**config.mk**
```make
export PLATFORM = sky130hd
export DESIGN_NAME = dmux8way16_stream
export DESIGN_NICKNAME = d
export VERILOG_FILES = /design/src/rtl/dmux8way16_stream.sv
export SDC_FILE = /design/constraint.sdc
export NUM_CORES = 1
export LEC_CHECK = 0
export CAP_MARGIN = 20
export CORE_ASPECT_RATIO = 0.5
export CORE_MARGIN = 2
export CORE_UTILIZATION = 49
export DETAILED_ROUTE_END_ITERATION = 10
export PLACE_DENSITY_LB_ADDON = 0.3
export SKIP_CTS_REPAIR_TIMING = 1
export SLEW_MARGIN = 25
export SYNTH_ARGS = -nofsm -noshare
export SYNTH_HDL_FRONTEND = slang
export SYNTH_SLANG_ARGS = --single-unit
```
**constraint.sdc**
```tcl
create_clock -name clock -period 6.7 [get_ports clock]
set_input_delay 1.34 -clock clock [delete_from_list [all_inputs] [get_ports clock]]
set_output_delay 1.34 -clock clock [all_outputs]
set_load 0.02 [all_outputs]
```
**src/rtl/dmux8way16_stream.sv**
```systemverilog
// dmux8way16_stream: 1-to-8 word distributor with per-channel single-word
// holding registers and valid/ready handshakes on every port. Destination is
// either a round-robin pointer (mode=0) or an explicit channel address (mode=1).
module dmux8way16_stream #(
  parameter int WIDTH   = 16,
  parameter int CH_BITS = 3,
  localparam int NCH    = 1 << CH_BITS
) (
  input  logic                   clock,
  input  logic                   reset_n,
  input  logic [WIDTH-1:0]       in,
  input  logic                   in_valid,
  output logic                   in_ready,
  input  logic                   mode,
  input  logic [CH_BITS-1:0]     sel,
  output logic [NCH*WIDTH-1:0]   out,
  output logic [NCH-1:0]         out_valid,
  input  logic [NCH-1:0]         out_ready,
  output logic [CH_BITS-1:0]     ptr,
  output logic                   busy
);

  logic [NCH-1:0][WIDTH-1:0] hold;
  logic [NCH-1:0]            full;
  logic [CH_BITS-1:0]        ptr_q;
  logic [CH_BITS-1:0]        dest;
  logic                      accept;

  // Destination select and input handshake; a full channel may still accept
  // when its consumer drains it on the same edge.
  always_comb begin
    dest     = mode ? sel : ptr_q;
    in_ready = ~full[dest] | out_ready[dest];
    accept   = in_valid & in_ready;
  end

  // Channel load/drain and round-robin pointer advance.
  always_ff @(posedge clock) begin
    if (!reset_n) begin
      hold  <= '0;
      full  <= '0;
      ptr_q <= '0;
    end else begin
      for (int unsigned k = 0; k < NCH; k++) begin
        if (accept && (dest == CH_BITS'(k))) begin
          hold[k] <= in;
          full[k] <= 1'b1;
        end else if (full[k] && out_ready[k]) begin
          full[k] <= 1'b0;
        end
      end
      if (accept && !mode)
        ptr_q <= ptr_q + 1'b1;
    end
  end

  // Output mapping straight from state registers.
  always_comb begin
    out       = hold;
    out_valid = full;
    ptr       = ptr_q;
    busy      = |full;
  end

endmodule

```
# After elaboration in Yosys (flattened, before gate mapping)
# Index checks and enable logic that the tools add are counted.
dict set report word_totals {
  regBits 139
  wordCells 78
}
dict set report classes {
  n_addsub 1
  magnitude_cmp 1
  eq_ne 7
  muxes 21
  bitwise 3
  n_reduce_logical 28
}
# cell n
set op_table {}
lappend op_table {{two-way mux 1 bit} 18}
lappend op_table {{logical AND 1 bit} 17}
lappend op_table {{nonzero test 2 bit} 8}
lappend op_table {{equality test 3 bit, second input constant} 4}
lappend op_table {{OR reduction 8 bit} 1}
lappend op_table {{binary-select mux 1 bit (select 3 bit)} 2}
lappend op_table {{equality test 3 x 2 -> 1 bit, second input constant} 2}
lappend op_table {{less-than comparator 3 x 4 -> 1 bit, second input constant} 1}
lappend op_table {{adder 3 x 1 -> 3 bit, second input constant} 1}
lappend op_table {{equality test 3 x 1 -> 1 bit, second input constant} 1}
lappend op_table {{logical NOT 3 bit} 1}
lappend op_table {{two-way mux 3 bit} 1}
lappend op_table {{bitwise AND 1 bit} 1}
lappend op_table {{logical NOT 1 bit} 1}
lappend op_table {{inverter 1 bit} 1}
lappend op_table {{OR 1 bit} 1}

# Logic depth before layout (Yosys ltp)
dict set report depth {
  ltp_word 8
  mapped_depth 10
  depth_no_buf 6
}

# Least setup slack after synthesis
# Ideal clock, no wire load.
dict set report synth_path {
  path_kind {input to output}
  from {input port mode}
  to {output port in_ready}
  arrival_ps 2640
  required_ps 5360
  slack_ps 2720
  stages 6
  path_buffers 1
  cell_sequence {buf_6 nand2b_4 a21boi_4 mux4_2 nand3_1 and2_1}
}
dict set report synth_between {
  elab_chain_len 5
  word_cells_on_any_way 7
  classes_between {mux: 5; bitwise: 2}
}
# element line
set synth_lines {}
lappend synth_lines {{start, declared} 14} ;# input logic mode,
lappend synth_lines {{two-way mux 3 bit (*)} 32} ;# dest = mode ? sel : ptr_q;
lappend synth_lines {{binary-select mux 1 bit (select 3 bit)} 33} ;# in_ready = ~full[dest] | out_ready[dest];
lappend synth_lines {{two-way mux 1 bit (implied by the code)} 33}
lappend synth_lines {{inverter 1 bit} 33}
lappend synth_lines {{OR 1 bit (*)} 33}
lappend synth_lines {{end, declared} 13} ;# output logic in_ready,
# Every way passes the cells marked *; elsewhere a longest branch is shown, timed or not. The select of a mux whose other input is x is not followed.

# Worst setup path in the final report
# Same ends and word-level chain as after synthesis.

==> flow_summary.ini <==
[status]
outcome = finished, final reports clean

[floorplan]
rows = 27
start_util_pct = 50.2
core_mm2 = 0.0110
fp.dieW_um = 154
ioPinCount = 172
dieArea_mm2 = 0.0122
die_y_um = 79.0

[logic_synthesis]
synth_xor_xnor_area_share_pct = 0
async_reset_ff_share_pct = 0
ys_types = 35
yosys.area_share.simple_pct = 14.9
synthTopCellsByCount = nand2_1 (156), dfxtp_1 (139), mux2i_1 (133)
ys.flop_type = dfxtp_1
synthesis.area_mm2 = 0.00551
synth_compound_area_share_pct = 3.59
yosysWarnings = 0
synth_adder_area_share_pct = 0.227
yosysSeqAreaShare_pct = 50.5
synth_mux_area_share_pct = 25.0
ys_seq_elements = 139
synth_top_family_by_area = multiplexers
yosysTopAreaCellShare_pct = 50.5
netlist_top_cells_area = dfxtp_1 (50%), mux2i_1 (24%), nand2_1 (11%)
synth_enable_flop_cells = 0
synth_most_common_cell = nand2_1
syn_inst = 532
synth_fp_nets = 564
synth_top_area_cell = dfxtp_1
synth.avg_cell_area_um2 = 10.4

[drt]
antenna_left = 0
wire_per_inst_um = 17.0
viasPerCell = 5.05
drt_iter0_drc = 188
vias = 4262
wirelength_um = 14300
drc = 0
dr.pass1.iters = 4

[power]
clkPwrFrac_pct = 48.1
p_sw_uw = 485
peakVddDrop_uv = 190
p_int_uw = 1520
power_frac_comb_pct = 8.9
netSwitchingFraction_pct = 24.2
p_total_uw = 2000
cellLeakagePower_uw = 0.00271
p_per_area_mw_per_mm2 = 259
seqPwrFrac_pct = 42.9

[min_path]
hold_path.startpoint = out[57]$_SDFFE_PN0P_
min_path_cells = 2
hold_class = reg -> reg
min_delay_worst_endpoint = out[57]$_SDFFE_PN0P_

[setup_path]
critPathCaptureType = output port
crit_path_max_incr_delay_ns = 0.83
startpoint = mode
path_max_fanout = 17
arrival_ns = 4.08
worstSetupStartpointType = input pin
worst_path_most_repeated_cell = clkdlybuf4s50_1
crit_required_ns = 5.36
reg2reg_depth = 6
reg2reg_to = out[50]$_SDFFE_PN0P_
rrSetupSlack_ns = 4.24
crit_slowest_cell = clkdlybuf4s50_1
cp_cell_sequence = clkdlybuf4s50_1, nand2b_4, a21boi_4, mux4_2, nand3_1, and2_1, clkdlybuf4s50_1
r2r_start = ptr[0]$_SDFFE_PN0P_
crit_type = in -> out

[place]
dp_hpwl_um = 9720
place_congestion = 0.889
dpl_cell_area_mm2 = 0.00711
port_buffers = 171

[sta]
fin_setup_tns_ns = 0
min_period_ns = 5.42
tightest_slew_ns = 0.612
max_freq_mhz = 185
hold_viol = 0
fin_crit_sh_pct = 80.9
maxSlewHeadroom_pct = 59.2
finalSetupViolCount = 0
slew_violations = 0
fin_skew_ns = 0.0141
rsz0062_at_grt = no

[global_route]
grt_pass1_wl_um = 22400
grt_pass1_vias = 4185
grt_usage_pct = 23.9
antenna_found_initial = 0
grt_start_max_net_pins = 64
grt-ovfl-total = 0

[cells_and_area]
n_fill_cell = 831
antennaDiodeCount = 0
drive_gt1_share_pct = 7.30
area_delta_synth_final_pct = 40.2
nets = 718
utilization_pct = 70.4
fin_area_mm2 = 0.00773

[cts]
cts_sinks = 139
path_clk_slew_ns = 0.06
root_buffer = clkbuf_16
h-tree-depth = 4
cts_made_buffers = 17
cts_tree = done
clockBufferDepth = 2
insertion_delay_ns = 0.41

[job]
cap_violations = 0
-- routing by layer --
metal  vias to the layer above  wire length [µm]  GRT usage, %
met5                         -                 0             0
met4                         0               132          7.76
met3                        11               823          6.66
met2                       100              6920          41.2
met1                      2062              6450          29.4
li1                       2089                 -             -
-- worst max path at each step --
stage,to,slack [ns],cells past startpoint
after floorplan,in_ready,2.72,6
after global placement,in_ready,1.35,7
after detailed placement,in_ready,1.28,7
after CTS,in_ready,1.28,7
after global routing,in_ready,1.13,7
final,in_ready,1.28,7
-- cells in the final DEF, fill, tap and decap left out, types with 3 or more instances in the layout --
master           synthesis  final
o21a_1                   9      9
mux2i_1                133    133
nor2b_1                 10     10
buf_4                    5      3
nand2_1                156    156
nand3_1                  4      4
nand2b_1                 4      4
inv_6                    0      4
clkdlybuf4s50_1          0    170
clkbuf_16                0     17
dfxtp_1                139    139
a21oi_1                  3      3
clkinv_4                 0      6
bufinv_16                0      3
and2_2                   0      8
-- final cells by class --
| class | count | area [µm²] | area share [%] |
|---|---|---|---|
| clock buffers | 17 | 425 | 5.51 |
| clock inverters | 15 | 188 | 2.43 |
| inverters | 2 | 7.51 | 0.0972 |
| multi-input cells | 353 | 2420 | 31.3 |
| flip-flops and latches | 139 | 2780 | 36.0 |
| well taps | 145 | 181 | 2.35 |
| repair buffers | 173 | 1720 | 22.3 |
-- power by group through the flow --
stage	clock, µW	combinational, µW	sequential, µW
2_1_floorplan	0	84.2	898
3_3_place_gp	0	178	877
3_5_place_dp	0	180	877
4_1_cts	977	181	859
5_1_grt	1010	191	861
6_report	964	179	859
-- cells by family after synthesis --
group,count (synthesis)
fa+ha+maj,1
flops,139
simple gates,193
mux,135
buf+inv,40
compound gates,24
-- worst max-delay path: cells and delay by family --
family / cells / cell delay (ns)
and+or+nand+nor: 3 / 0.54
buffers and inverters: 2 / 1.44
AOI/OAI and AO/OA: 1 / 0.20
muxes: 1 / 0.54
-- registers in the layout (all words and copies together), names as in the netlist --
name and flops:
out 128, ptr 3, out_valid 8
-- per-stage QoR --
stage | cells | hold slack (ns) | setup slack (ns)
2_1_floorplan | 532 | 0.533 | 2.72
3_3_place_gp | 812 | 0.442 | 1.35
3_5_place_dp | 812 | 0.447 | 1.28
4_1_cts | 844 | 0.456 | 1.28
5_1_grt | 844 | 0.467 | 1.13
6_report | 844 | 0.457 | 1.28
Power figures use the tool's default switching activity.
